--- config.mk ---
export PLATFORM = sky130hd
export DESIGN_NAME = mem_stage_flat
export DESIGN_NICKNAME = d
export VERILOG_FILES = /design/src/rtl/mem_stage_if.sv /design/src/rtl/mem_stage.sv /design/src/flat_wrapper.sv
export SDC_FILE = /design/constraint.sdc
export NUM_CORES = 1
export LEC_CHECK = 0
export CAP_MARGIN = 15
export CORE_MARGIN = 8
export CORE_UTILIZATION = 38
export CTS_BUF_LIST = sky130_fd_sc_hd__clkbuf_8
export DETAILED_ROUTE_END_ITERATION = 16
export PLACE_DENSITY = 0.79
export SKIP_LAST_GASP = 1
export SYNTH_ARGS = -nofsm -noshare
export SYNTH_HDL_FRONTEND = slang
export SYNTH_SLANG_ARGS = --single-unit
--- constraint.sdc ---
create_clock -name clk -period 1.7 [get_ports clk]
set_input_delay 0.17 -clock clk [delete_from_list [all_inputs] [get_ports clk]]
set_output_delay 0.17 -clock clk [all_outputs]
set_load 0.005 [all_outputs]
--- src/rtl/mem_stage_if.sv ---
// Bundle of the Execute-side inputs, data-memory handshake and writeback
// outputs of the memory-access stage. The stage itself uses the slave view.
interface mem_stage_if;
  // Execute stage
  logic        ex_valid;
  logic [31:0] mem_addr;
  logic [31:0] mem_data;
  logic [31:0] alu_out;
  logic [3:0]  reg_dest_in;
  logic        mem_wr_in;
  logic        wb_sel_in;
  logic        reg_wr_in;
  logic        stall;
  // Data memory
  logic        dm_req;
  logic        dm_we;
  logic [31:0] dm_addr;
  logic [31:0] dm_wdata;
  logic [31:0] dm_rdata;
  logic        dm_ack;
  // Writeback
  logic        wb_valid;
  logic [31:0] wb_data;
  logic [3:0]  wb_reg_dest;
  logic        wb_reg_wr;
  logic        err;

  modport slave (
    input  ex_valid, mem_addr, mem_data, alu_out, reg_dest_in,
           mem_wr_in, wb_sel_in, reg_wr_in, dm_rdata, dm_ack,
    output stall, dm_req, dm_we, dm_addr, dm_wdata,
           wb_valid, wb_data, wb_reg_dest, wb_reg_wr, err
  );

  modport master (
    output ex_valid, mem_addr, mem_data, alu_out, reg_dest_in,
           mem_wr_in, wb_sel_in, reg_wr_in, dm_rdata, dm_ack,
    input  stall, dm_req, dm_we, dm_addr, dm_wdata,
           wb_valid, wb_data, wb_reg_dest, wb_reg_wr, err
  );
endinterface

--- src/rtl/mem_stage.sv ---
// Memory-access stage: passes ALU results straight to writeback, and runs a
// req/ack transaction with data memory for loads and stores, stalling
// upstream while the access is outstanding. A bounded wait (TIMEOUT) squashes
// a hung access and raises a sticky error flag.
module mem_stage #(
  parameter int unsigned TIMEOUT = 255
) (
  input  logic       clk,
  input  logic       rst_n,
  mem_stage_if.slave bus
);

  localparam int unsigned CNT_W = (TIMEOUT > 0) ? $clog2(TIMEOUT + 1) : 1;
  localparam logic [CNT_W:0] TO_VAL = (CNT_W + 1)'(TIMEOUT);

  typedef enum logic {
    IDLE = 1'b0,
    BUSY = 1'b1
  } state_t;

  state_t             state_q, state_d;
  logic               dm_req_q, dm_req_d;
  logic               dm_we_q, dm_we_d;
  logic [31:0]        dm_addr_q, dm_addr_d;
  logic [31:0]        dm_wdata_q, dm_wdata_d;
  logic               wb_valid_q, wb_valid_d;
  logic [31:0]        wb_data_q, wb_data_d;
  logic [3:0]         wb_reg_dest_q, wb_reg_dest_d;
  logic               wb_reg_wr_q, wb_reg_wr_d;
  logic               err_q, err_d;
  logic [CNT_W-1:0]   cnt_q, cnt_d;
  // Instruction context held across the memory access
  logic [3:0]         lat_dest_q, lat_dest_d;
  logic               lat_reg_wr_q, lat_reg_wr_d;
  logic               lat_load_q, lat_load_d;

  logic               is_mem;
  logic [CNT_W:0]     cnt_inc;
  logic               timeout_hit;

  // A store with the load-select bit also set is still a store.
  assign is_mem      = bus.mem_wr_in | bus.wb_sel_in;
  // The wait count after this BUSY cycle; reaching TIMEOUT ends the access.
  assign cnt_inc     = {1'b0, cnt_q} + {{CNT_W{1'b0}}, 1'b1};
  assign timeout_hit = (TIMEOUT != 0) && (cnt_inc == TO_VAL);

  assign bus.stall       = (state_q == BUSY);
  assign bus.dm_req      = dm_req_q;
  assign bus.dm_we       = dm_we_q;
  assign bus.dm_addr     = dm_addr_q;
  assign bus.dm_wdata    = dm_wdata_q;
  assign bus.wb_valid    = wb_valid_q;
  assign bus.wb_data     = wb_data_q;
  assign bus.wb_reg_dest = wb_reg_dest_q;
  assign bus.wb_reg_wr   = wb_reg_wr_q;
  assign bus.err         = err_q;

  // Next-state and registered-output logic for the IDLE/BUSY controller.
  always_comb begin
    state_d       = state_q;
    dm_req_d      = dm_req_q;
    dm_we_d       = dm_we_q;
    dm_addr_d     = dm_addr_q;
    dm_wdata_d    = dm_wdata_q;
    wb_valid_d    = 1'b0;
    wb_data_d     = wb_data_q;
    wb_reg_dest_d = wb_reg_dest_q;
    wb_reg_wr_d   = 1'b0;
    err_d         = err_q;
    cnt_d         = cnt_q;
    lat_dest_d    = lat_dest_q;
    lat_reg_wr_d  = lat_reg_wr_q;
    lat_load_d    = lat_load_q;

    unique case (state_q)
      IDLE: begin
        if (bus.ex_valid) begin
          if (!is_mem) begin
            wb_valid_d    = 1'b1;
            wb_data_d     = bus.alu_out;
            wb_reg_dest_d = bus.reg_dest_in;
            wb_reg_wr_d   = bus.reg_wr_in;
          end else begin
            dm_req_d     = 1'b1;
            dm_we_d      = bus.mem_wr_in;
            dm_addr_d    = bus.mem_addr;
            dm_wdata_d   = bus.mem_data;
            lat_dest_d   = bus.reg_dest_in;
            lat_load_d   = ~bus.mem_wr_in;
            lat_reg_wr_d = bus.reg_wr_in & ~bus.mem_wr_in;
            cnt_d        = '0;
            state_d      = BUSY;
          end
        end
      end
      BUSY: begin
        if (bus.dm_ack) begin
          // Completion takes priority over a timeout on the same edge.
          dm_req_d      = 1'b0;
          state_d       = IDLE;
          wb_valid_d    = 1'b1;
          wb_reg_dest_d = lat_dest_q;
          if (lat_load_q) begin
            wb_data_d   = bus.dm_rdata;
            wb_reg_wr_d = lat_reg_wr_q;
          end
        end else if (timeout_hit) begin
          // Retire the hung instruction as a squashed bubble.
          dm_req_d      = 1'b0;
          err_d         = 1'b1;
          state_d       = IDLE;
          wb_valid_d    = 1'b1;
          wb_reg_dest_d = lat_dest_q;
        end else begin
          cnt_d = cnt_inc[CNT_W-1:0];
        end
      end
      default: state_d = IDLE;
    endcase
  end

  // State and output registers; reset aborts any outstanding access at once.
  always_ff @(posedge clk or negedge rst_n) begin
    if (!rst_n) begin
      state_q       <= IDLE;
      dm_req_q      <= 1'b0;
      dm_we_q       <= 1'b0;
      dm_addr_q     <= '0;
      dm_wdata_q    <= '0;
      wb_valid_q    <= 1'b0;
      wb_data_q     <= '0;
      wb_reg_dest_q <= '0;
      wb_reg_wr_q   <= 1'b0;
      err_q         <= 1'b0;
      cnt_q         <= '0;
      lat_dest_q    <= '0;
      lat_reg_wr_q  <= 1'b0;
      lat_load_q    <= 1'b0;
    end else begin
      state_q       <= state_d;
      dm_req_q      <= dm_req_d;
      dm_we_q       <= dm_we_d;
      dm_addr_q     <= dm_addr_d;
      dm_wdata_q    <= dm_wdata_d;
      wb_valid_q    <= wb_valid_d;
      wb_data_q     <= wb_data_d;
      wb_reg_dest_q <= wb_reg_dest_d;
      wb_reg_wr_q   <= wb_reg_wr_d;
      err_q         <= err_d;
      cnt_q         <= cnt_d;
      lat_dest_q    <= lat_dest_d;
      lat_reg_wr_q  <= lat_reg_wr_d;
      lat_load_q    <= lat_load_d;
    end
  end

endmodule

--- src/flat_wrapper.sv ---
// flat-port wrapper written by rule: the top's interface ports become plain ports
module mem_stage_flat 
#(
  parameter int unsigned TIMEOUT = 255
)
  (clk, rst_n, bus_ex_valid, bus_mem_addr, bus_mem_data, bus_alu_out, bus_reg_dest_in, bus_mem_wr_in, bus_wb_sel_in, bus_reg_wr_in, bus_dm_rdata, bus_dm_ack, bus_stall, bus_dm_req, bus_dm_we, bus_dm_addr, bus_dm_wdata, bus_wb_valid, bus_wb_data, bus_wb_reg_dest, bus_wb_reg_wr, bus_err);
  mem_stage_if bus_i ();
  input  logic clk;
  input  logic rst_n;
  input wire logic [$bits(bus_i.ex_valid)-1:0] bus_ex_valid;
  input wire logic [$bits(bus_i.mem_addr)-1:0] bus_mem_addr;
  input wire logic [$bits(bus_i.mem_data)-1:0] bus_mem_data;
  input wire logic [$bits(bus_i.alu_out)-1:0] bus_alu_out;
  input wire logic [$bits(bus_i.reg_dest_in)-1:0] bus_reg_dest_in;
  input wire logic [$bits(bus_i.mem_wr_in)-1:0] bus_mem_wr_in;
  input wire logic [$bits(bus_i.wb_sel_in)-1:0] bus_wb_sel_in;
  input wire logic [$bits(bus_i.reg_wr_in)-1:0] bus_reg_wr_in;
  input wire logic [$bits(bus_i.dm_rdata)-1:0] bus_dm_rdata;
  input wire logic [$bits(bus_i.dm_ack)-1:0] bus_dm_ack;
  output wire logic [$bits(bus_i.stall)-1:0] bus_stall;
  output wire logic [$bits(bus_i.dm_req)-1:0] bus_dm_req;
  output wire logic [$bits(bus_i.dm_we)-1:0] bus_dm_we;
  output wire logic [$bits(bus_i.dm_addr)-1:0] bus_dm_addr;
  output wire logic [$bits(bus_i.dm_wdata)-1:0] bus_dm_wdata;
  output wire logic [$bits(bus_i.wb_valid)-1:0] bus_wb_valid;
  output wire logic [$bits(bus_i.wb_data)-1:0] bus_wb_data;
  output wire logic [$bits(bus_i.wb_reg_dest)-1:0] bus_wb_reg_dest;
  output wire logic [$bits(bus_i.wb_reg_wr)-1:0] bus_wb_reg_wr;
  output wire logic [$bits(bus_i.err)-1:0] bus_err;
  assign bus_i.ex_valid = bus_ex_valid;
  assign bus_i.mem_addr = bus_mem_addr;
  assign bus_i.mem_data = bus_mem_data;
  assign bus_i.alu_out = bus_alu_out;
  assign bus_i.reg_dest_in = bus_reg_dest_in;
  assign bus_i.mem_wr_in = bus_mem_wr_in;
  assign bus_i.wb_sel_in = bus_wb_sel_in;
  assign bus_i.reg_wr_in = bus_reg_wr_in;
  assign bus_i.dm_rdata = bus_dm_rdata;
  assign bus_i.dm_ack = bus_dm_ack;
  assign bus_stall = bus_i.stall;
  assign bus_dm_req = bus_i.dm_req;
  assign bus_dm_we = bus_i.dm_we;
  assign bus_dm_addr = bus_i.dm_addr;
  assign bus_dm_wdata = bus_i.dm_wdata;
  assign bus_wb_valid = bus_i.wb_valid;
  assign bus_wb_data = bus_i.wb_data;
  assign bus_wb_reg_dest = bus_i.wb_reg_dest;
  assign bus_wb_reg_wr = bus_i.wb_reg_wr;
  assign bus_err = bus_i.err;
  mem_stage #(.TIMEOUT(TIMEOUT)) u_core (.clk(clk), .rst_n(rst_n), .bus(bus_i));
endmodule
== Yosys cells after proc, flatten, opt, wreduce, memory -nomap -nowiden ==
Index checks and enable logic that the tools add are counted.
W data, S select, Z words.
Word-level totals
  register bits after elaboration: 120
  latch bits: 0
  memory bits (writable): 0
  bits in read-only memories: 0
  input bits: 139
  output and inout bits: 106
  memories: 0
Cells by class
  add/sub/neg operators: 1
  multipliers: 0
  div/mod/pow operators: 0
  magnitude comparators: 0
  equal/unequal tests: 9
  shifts and indexed selects: 0
  muxes and demuxes: 35
  bitwise operators: 5
  reductions and logical operators: 6
Operators with widths (count)
  $mux W32: 4
  $pmux W32 S2: 1
  $mux W8: 4
  $mux W1: 16
  $mux W4: 4
  $pmux W8 S2: 1
  $ne A2 B2 Y1 const B: 6
  $reduce_and A3 Y1: 4
  $add A8 B1 Y9 const B: 1
  $eq A9 B8 Y1 const B: 1
  $pmux W1 S2: 4
  $pmux W4 S2: 1
  $reduce_and A4 Y1: 2
  $ne A3 B3 Y1 const B: 1
  $not A1 Y1: 3
  $ne A2 B1 Y1 const B: 1
  $and A1 B1 Y1: 1
  $or A1 B1 Y1: 1

== Logic depth before layout (Yosys ltp) ==
  depth in word-level cells: 5
  depth in mapped cells: 7
  mapped depth without buffers: 6

== Worst setup path before layout ==
No wires, ideal clock.
  path kind: register to register
  start point: reg u_core.state_q, in the netlist u_core.bus.stall
  end point: reg u_core.wb_data_q[1], in the netlist u_core.bus.wb_data[1]
  library setup time: 0.130 ns
  arrival time: 1.532 ns
  required time: 1.570 ns
  slack: 0.038 ns
  stages on the path, launching flop included: 7
  path buffers: 2
  cells stage by stage: dfrtp_1 or4b_1 buf_2 a21boi_4 buf_2 nand2_1 o21ai_1
Between the ends
  word-level cells in the longest chain between the ends: 3
  elaborated cells between the ends (all ways): 7
  classes of those cells: 4 x eq/ne; 1 x mux; 1 x bitwise; 1 x reduce/logical
Ends and longest elaborated chain
  start: declaration: line mem_stage.sv:21  | state_t state_q, state_d;
  start signal: assignment: line mem_stage.sv:140  | state_q <= state_d;
  $not A1 Y1 (no line)
  $ne A2 B2 Y1 (no line)
  $reduce_and A4 Y1 (no line)
  end signal: assignment: line mem_stage.sv:146  | wb_data_q <= wb_data_d;
  end: declaration: line mem_stage.sv:27  | logic [31:0] wb_data_q, wb_data_d;
Parallel ways exist; a longest one is shown, timed or not.
A chain may end at the register's enable or synchronous reset.

== Final worst setup path ==
  start point: reg u_core.cnt_q[0]
  end point: reg u_core.cnt_q[0]
Between the ends
  word-level cells in the longest chain between the ends: 4
  elaborated cells between the ends (all ways): 7
  classes of those cells: 1 x add/sub; 2 x eq/ne; 3 x mux; 1 x reduce/logical
Ends and longest elaborated chain
  start: declaration: line mem_stage.sv:31  | logic [CNT_W-1:0] cnt_q, cnt_d;
  start signal: assignment: line mem_stage.sv:150  | cnt_q <= cnt_d;
  $add A8 B1 Y9 (*): line mem_stage.sv:44  | assign cnt_inc = {1'b0, cnt_q} + {{CNT_W{1'b0}}, 1'b1};
  $eq A9 B8 Y1 / $mux W8 (equally long branches): line mem_stage.sv:45, mem_stage.sv:107
  $ne A2 B2 Y1 (no line) / $mux W8 (equally long branches)
  $reduce_and A4 Y1 (no line) / $pmux W8 S2 (equally long branches)
Mark *: on every way between the ends. The rest lies on a longest branch, timed or not. The select of a mux whose other input is x is not followed.

==> out/qor.csv <==
metric;value;unit
clock transition at the registers of the reported paths;0.07;ns
Storage cell area;3005;um2
final hold vios;0;
peak supply drop;0.5897;mV
Hold Slack;0.2402;ns
largest family of logic cells by synthesized area;simple AND/OR/NAND/NOR gates;
worst skew pair latency;0.43;ns
type of destination of the critical path;register;
Synth Area in Compound Gates;7.392;%
Synth area leader;dfrtp_1;
antenna violations before repair;0;
Cell Area, Placed;7879;um2
ant diodes;0;
met1 usage;18.78;%
Num Clock Sinks;120;
Port Buffers;244;
largest net degree at the start of global routing;54;
RSZ-0062 raised after global routing;true;
Initial DRC Count;253;
Async SR Flop Fraction;100.0;%
final net count;940;
Bufs and invs on worst path;1;
Finished Cell Area;8472;um2
Root Driver;clkbuf_8;
sequential power share;40.4;%
cells after synthesis;528;
post-detailed-route wirelength per cell;16.36;um
critical path's largest stage delay;0.45;ns
routed vias;4717;
dominant synthesized flop cell;dfrtp_1;
crit path max fanout;4;
Global Route met2 Usage;33.35;%
CTS Buf Count;17;
Overall Power;9.992;mW
H-tree levels;4;
Die W;131.0;um
maximum clock path buffer count;2;
routed wire length;16.16;mm
global-route wire length before repair;24.58;mm
clock power share;25.7;%
Seq/Total Area, Yosys;59.73;%
Crit Path Category;register to register;
Switch Pwr;2.838;mW
vias in the first global route;4971;
Setup WS post-layout;-0.03353;ns
mean area per synthesized cell;9.521;um2
Residual DRC;0;
CP required;2.00;ns
final cell count without fillers;988;
Area growth syn-to-layout;68.52;%
Fin Clk Skew;0.009097;ns
largest cells by area after synthesis;dfrtp_1 (60%), nand2_1 (19%), mux2i_1 (6.8%), o21ai_1 (3.2%), buf_2 (1.2%);
HP Class;primary input to async pin;
Pre-Repair DR Iteration Count;4;
Critical Path AT;2.03;ns
Synth Cell Area;5027;um2
Worst setup SP type;register;
post-synthesis mux area share;6.770;%
gp weighted congestion;0.8926;
gr usage total;18.82;%
DP Wirelength;12.48;mm
layout cells sized above 1;10.59;%
status;finished, violations left;
met3 Resource Use GR;7.183;%
Logic pwr share;33.9;%
grt ovf;0;
I/O pin count;245;
Post-synth EDFFs;0;
fin. max-slew vios;0;
Die H;131.0;um
area of the core;13090;um2
# fillers;994;
sw frac;28.41;%
Internal;7.153;mW
CP top delay family;flip-flops;
cell area power density;1179;nW/um2
fin crit share;102.0;%
area share of the largest cell type after synthesis;59.73;%
Seq cells post-synth;120;
GR peak layer;met2;
Post-Synth Simple-Gate Area;21.28;%
Worst path slowest cell;dfrtp_2;
critical path cell sequence;ha_4 > xnor2_4 > buf_6 > or3_4 > o211ai_1 > o21ai_1;
number of setup violations in the final report;9;
Slew @ Worst Pin;0.4158;ns
CTS tree;done;
count of different cell masters after synthesis;39;
failing checks;setup timing;
max_cap viols;0;
Avg Vias per Cell;4.774;
Mapped Nets;669;
Multi-input gate area;1971;um2
Std-Cell Rows;42;
Pleak;3.949;nW
min cycle time layout;1.734;ns
Inst Count DP;951;
Synth Warn #;0;
XOR/XNOR Fraction of Synth Area;1.045;%
initial core utilization;38.42;%
die area;17170;um2
Detail Route Antenna Nets;0;
post-synthesis adder-cell area fraction;0.4978;%
Slew HR;72.14;%
Fmax;576.9;MHz
final core utilization;64.74;%
==> worst paths after layout <==
check,startpoint,end,slack [ns],cells after the start
max in group asynchronous,rst_n,u_core.bus.dm_addr[2]$_DFFE_PN0P_,0.84,3
max,u_core.cnt_q[0]$_DFFE_PN0P_,u_core.cnt_q[0]$_DFFE_PN0P_,-0.03,6
min reg2reg,u_core.bus.err$_DFFE_PN0P_,u_core.bus.err$_DFFE_PN0P_,0.46,1
max reg2reg,u_core.cnt_q[0]$_DFFE_PN0P_,u_core.cnt_q[0]$_DFFE_PN0P_,-0.03,6
min in group clk,bus_mem_addr[18],u_core.bus.dm_addr[18]$_DFFE_PN0P_,0.26,3
min,rst_n,u_core.bus.dm_wdata[9]$_DFFE_PN0P_,0.24,2
==> Yosys cell counts, types with 2 or more instances <==
master	n
and2_1	2
o21ai_0	5
buf_1	4
o21ai_1	32
o211ai_1	2
dfrtp_1	120
nand2_1	251
inv_1	7
and3_1	2
o2bb2ai_1	2
a2bb2oi_1	3
o22ai_1	4
clkbuf_1	8
ha_1	2
nand3_1	7
xnor2_1	5
a21oi_1	2
nor2b_1	2
o32ai_1	2
buf_6	3
mux2i_1	34
buf_2	12
==> power by group through the flow <==
| stage | clock, mW | combinational, mW | sequential, mW |
|---|---|---|---|
| 5_1_grt | 2.77 | 3.69 | 4.12 |
| 3_3_place_gp | 0 | 3.21 | 4.02 |
| 3_5_place_dp | 0 | 3.30 | 4.07 |
| 4_1_cts | 2.63 | 3.39 | 4.02 |
| 6_report | 2.57 | 3.39 | 4.04 |
| 2_1_floorplan | 0 | 0.944 | 4.09 |
==> layout by cell type (no fill, tap or decap), types with 2 or more instances in the layout <==
cell type,instances
and3_1,2
o2bb2ai_1,2
dfrtp_1,118
mux2i_1,34
clkdlybuf4s50_1,242
xnor2_1,3
a21oi_1,2
nand3_1,5
bufinv_16,2
o22ai_1,4
o21ai_1,34
buf_4,24
nand2_1,250
nand3_2,2
o21ai_0,3
dfrtp_2,2
buf_12,7
a2bb2oi_1,3
o32ai_1,2
o211ai_1,2
clkinv_2,7
inv_1,8
clkbuf_8,22
==> through the flow <==
stage          setup TNS [ns]  setup slack (ns)
4_1_cts               -0.1408          -0.04178
3_3_place_gp           -4.409           -0.1268
2_1_floorplan               0           0.03786
5_1_grt                -1.112           -0.1405
6_report              -0.1837          -0.03353
3_5_place_dp           -6.421           -0.2089
==> kinds of logic after synthesis <==
| group | count (synthesis) |
|---|---|
| simple gates | 272 |
| mux | 34 |
| buf+inv | 34 |
| flops | 120 |
| compound gates | 60 |
| fa+ha+maj | 2 |
| xor+xnor | 6 |
==> flip-flops by register name, summed over array words and instances (netlist names), 4 cells and up <==
name                    count
u_core.bus.dm_wdata        32
u_core.bus.wb_reg_dest      4
u_core.bus.wb_data         32
u_core.cnt_q                8
u_core.lat_dest_q           4
u_core.bus.dm_addr         32
==> layer usage <==
metal  wire (um)  share of wire (%)
met4         528                3.3
met2        8343                 52
met3        1567                9.7
met1        5723                 35
met5           0                  0
==> repair_timing <==
item | in CTS | in global routing
buffers inserted | 1 | 2
pin swaps | 3 | 5
gates cloned | 1 | 0
hold endpoints to repair | 54 | 0
endpoints found under the setup margin | 14 | 17
hold buffers | 1 | 0
gates resized for setup | 20 | 8
==> layout make-up <==
class / count / area share (%)
clock inverter: 10 / 1.167
clock buffer: 22 / 3.574
timing repair buffer: 279 / 33.61
inverter: 7 / 0.3101
multi-input combinational: 374 / 23.26
sequential: 120 / 35.47
tap: 176 / 2.599
Note: power is estimated with default switching activity, not from simulation.
==> variant 1, RTL diff (same settings) <==
`TIMEOUT` is set to 255 in 2 places; all go to 510.
--- a/src/rtl/mem_stage.sv
+++ b/src/rtl/mem_stage.sv
@@ -3,7 +3,7 @@
 // upstream while the access is outstanding. A bounded wait (TIMEOUT) squashes
 // a hung access and raises a sticky error flag.
 module mem_stage #(
-  parameter int unsigned TIMEOUT = 255
+  parameter int unsigned TIMEOUT = 510
 ) (
   input  logic       clk,
   input  logic       rst_n,
--- a/src/flat_wrapper.sv
+++ b/src/flat_wrapper.sv
@@ -1,7 +1,7 @@
 // flat-port wrapper written by rule: the top's interface ports become plain ports
 module mem_stage_flat 
 #(
-  parameter int unsigned TIMEOUT = 255
+  parameter int unsigned TIMEOUT = 510
 )
   (clk, rst_n, bus_ex_valid, bus_mem_addr, bus_mem_data, bus_alu_out, bus_reg_dest_in, bus_mem_wr_in, bus_wb_sel_in, bus_reg_wr_in, bus_dm_rdata, bus_dm_ack, bus_stall, bus_dm_req, bus_dm_we, bus_dm_addr, bus_dm_wdata, bus_wb_valid, bus_wb_data, bus_wb_reg_dest, bus_wb_reg_wr, bus_err);
   mem_stage_if bus_i ();
Function: same outputs for any inputs over 4 cycles, from zero or initial values and one cycle with rst_n low; that may be too few to reach the edited logic, so the function may still have changed.
==> variant 1 against the original RTL <==
  * The flow still finishes with violations (setup timing)
  * Wire length grew 1.6%
  * Cell area grew 3.2%
  * Power grew 1.9%
  * Synthesized area grew 1.3%
  * Worst setup slack lost 190 ps
  * Sequential cell count grew 1
  * Non-clock buffer count grew 15
  * Largest cell class unchanged
==> variant 1: results <==
{
  "status": "finished with violations",
  "violations": "setup timing",
  "gp_congestion": 0.838,
  "dr.max_layer_used": "met4",
  "dp.cells": 965,
  "drt_iter0_markers": 238,
  "ys_seq_area_share_pct": 59.4,
  "yosys_warnings": 0,
  "netlist_top_cells_count": "nand2_1 (219), dfrtp_1 (121), a21oi_1 (34), nor2_1 (34), mux2i_1 (33)",
  "place_ws_ps": -269,
  "tns_ps": -1980,
  "grt_use_total_pct": 18.9,
  "crit_arrival_ps": 2290,
  "firstDrtPassIters": 6,
  "grt_max_degree": 65,
  "syn_inst": 535,
  "reg2reg_to": "u_core.cnt_q[5]",
  "synth_xor_area_share_pct": 0.344,
  "grt_pass1_wl_um": 26600,
  "critPathTopFamily": "simple AND/OR/NAND/NOR gates",
  "synth_compound_area_share_pct": 8.40,
  "swShare_pct": 28.5,
  "setup_ws_ps": -224,
  "dpl_cell_area_mm2": 0.00808,
  "synthTopCellsByArea": "dfrtp_1 (59%), nand2_1 (16%), mux2i_1 (6.5%)",
  "grt_use_met1_pct": 19.6,
  "cp_slowest_cell": "or3_2",
  "wirelength_um": 16400,
  "syn_nets": 676,
  "synth_fa_ha_area_share_pct": 0.491,
  "whs_ps": 206,
  "wl_met2_um": 8270,
  "met3_usage_pct": 8.65,
  "post_cts_resized": 13,
  "netlist-cell-type-count": 46,
  "met3_wirelength_um": 1470,
  "cp_slowest_stage_delay_ps": 480,
  "reg2reg_depth": 7,
  "leakage_nw": 3.99,
  "syn2layout_area_growth_pct": 71.7,
  "final_nets": 959,
  "fillers": 986,
  "fin_skew_ps": 9.54,
  "ir_worst_vdd_mv": 0.709,
  "instances_no_fill": 1007,
  "tightest_slew_ps": 570,
  "met2_usage_pct": 32.6,
  "synth.area.mux_share_pct": 6.48,
  "final_layout_size_suffix_gt1_share_pct": 13.8,
  "grt_pass1_vias": 5172,
  "setup_viol": 17,
  "num_vias": 4787
}
==> variant 1: logic make-up (layout without fill, tap and decap cells) <==
group | after synthesis | after routing
flip-flops | 121 | 121
adder cells (fa/ha/maj) | 2 | 2
XOR/XNOR | 2 | 2
AO/OA/AOI/OAI | 65 | 65
buffers and inverters | 37 | 333
multiplexers | 33 | 33
AND/OR/NAND/NOR | 275 | 275
==> variant 1: power groups by stage <==
stage	registers (mW)	clock network [mW]	logic, mW
floorplan	4.13	0	1.02
global placement	4.06	0	3.27
detailed placement	4.11	0	3.34
CTS	4.06	2.74	3.46
global route	4.16	2.85	3.78
finish	4.06	2.66	3.46
==> variant 1: area by class of cell <==
cell class | count | area share [%]
sequential | 121 | 34.7
timing repair buffer | 294 | 33.7
multi-input combinational | 377 | 24.1
clock buffer | 19 | 2.99
tap | 176 | 2.52
clock inverter | 13 | 1.77
inverter | 7 | 0.300
==> variant 2, RTL diff (config.mk and constraints unchanged) <==
Without the edit above. Reset style: synchronous (`rst_n`), changed in one clocked block.
--- a/src/rtl/mem_stage.sv
+++ b/src/rtl/mem_stage.sv
@@ -120,7 +120,7 @@
   end
 
   // State and output registers; reset aborts any outstanding access at once.
-  always_ff @(posedge clk or negedge rst_n) begin
+  always_ff @(posedge clk) begin
     if (!rst_n) begin
       state_q       <= IDLE;
       dm_req_q      <= 1'b0;
Function: differs if rst_n is asserted again (counterexample within 4 cycles, from zero or initial values and one cycle with rst_n low); with rst_n held inactive, the same outputs for 4 cycles.
==> variant 2 against the original RTL <==
  * Wire length shrank 2.0%
  * Worst setup slack improved by 68 ps
  * Sequential cell count is the same
  * Count of clock-buffer cells in the layout decreased by 2
  * Synthesized area decreased by 5.3%
  * Cell area down 5.5%
Power is not compared: it rests on default switching activity, and its combinational part moved more than twofold at a synthesized area within 25%.
==> variant 2: results <==
{
  "dp_hpwl_um": 12000,
  "nonClkBufAreaFrac_pct": 34.5,
  "n_all_inverters": 6,
  "reg2reg_depth": 7,
  "met3_usage_pct": 9.44,
  "synth_xor_area_share_pct": 0.867,
  "multi_input_comb_cells": 391,
  "netlist-cell-type-count": 43,
  "final-clk-cell-share_pct": 4.74,
  "dp.cells": 959,
  "slew_headroom_pct": 66.5,
  "met3_wirelength_um": 1670,
  "multiInputGateArea_mm2": 0.00222,
  "synthTopCellsByArea": "dfxtp_1 (50%), nand2_1 (12%), mux2i_1 (8.0%)",
  "ys_seq_area_share_pct": 50.4,
  "synthFlopType": "dfxtp_1",
  "synth_compound_area_share_pct": 16.3,
  "wl_met2_um": 7860,
  "grt_use_met1_pct": 18.9,
  "syn_inst": 558,
  "post_cts_resized": 6,
  "wirelength_um": 15800,
  "crit_arrival_ps": 1980,
  "fin_skew_ps": 6.92,
  "n_clock_buffer": 20,
  "synth_fa_ha_area_share_pct": 0.525,
  "wl_met1_um": 5950,
  "async_flop_share_pct": 0,
  "sh_seq_area_pct": 30.1,
  "status": "finished clean",
  "syn_nets": 699,
  "final_layout_size_suffix_gt1_share_pct": 9.96,
  "wl_per_cell_um": 15.9,
  "hold_class": "input port to flip-flop",
  "num_vias": 4901,
  "n_all_buffers": 276,
  "crit_fanout": 7,
  "netlist_top_cells_count": "nand2_1 (152), dfxtp_1 (120), a21oi_1 (75)",
  "final_nets": 953,
  "synth.area.mux_share_pct": 8.93,
  "met2_usage_pct": 33.5,
  "grt_pass1_vias": 5124,
  "grt_use_total_pct": 19.1,
  "drt_iter0_markers": 158
}
variant 2: metrics by stage:
step,setup WS [ps],instance area (µm²)
floorplan,83.9,4760
global placement,14.1,7490
detailed placement,-89.8,7490
CTS,-5.09,7900
global route,1.08,8000
finish,34.5,8000
variant 2: critical path, stage by stage, from the launching register on:
cell and delay, ps:
dfxtp_4 370, inv_2 70, ha_4 120, and3_4 190, nand4_4 150, o31a_1 330
buf_4 170, mux2i_2 150
variant 2: final timing paths:
check | slack [ps] | to | startpoint
max reg2reg | 30 | u_core.bus.wb_reg_dest[0] | u_core.cnt_q[0]
max | 30 | u_core.bus.wb_reg_dest[0] | u_core.cnt_q[0]
min reg2reg | 460 | u_core.bus.dm_wdata[17] | u_core.bus.dm_wdata[17]
min | 290 | u_core.bus.dm_addr[11] | bus_mem_addr[11]
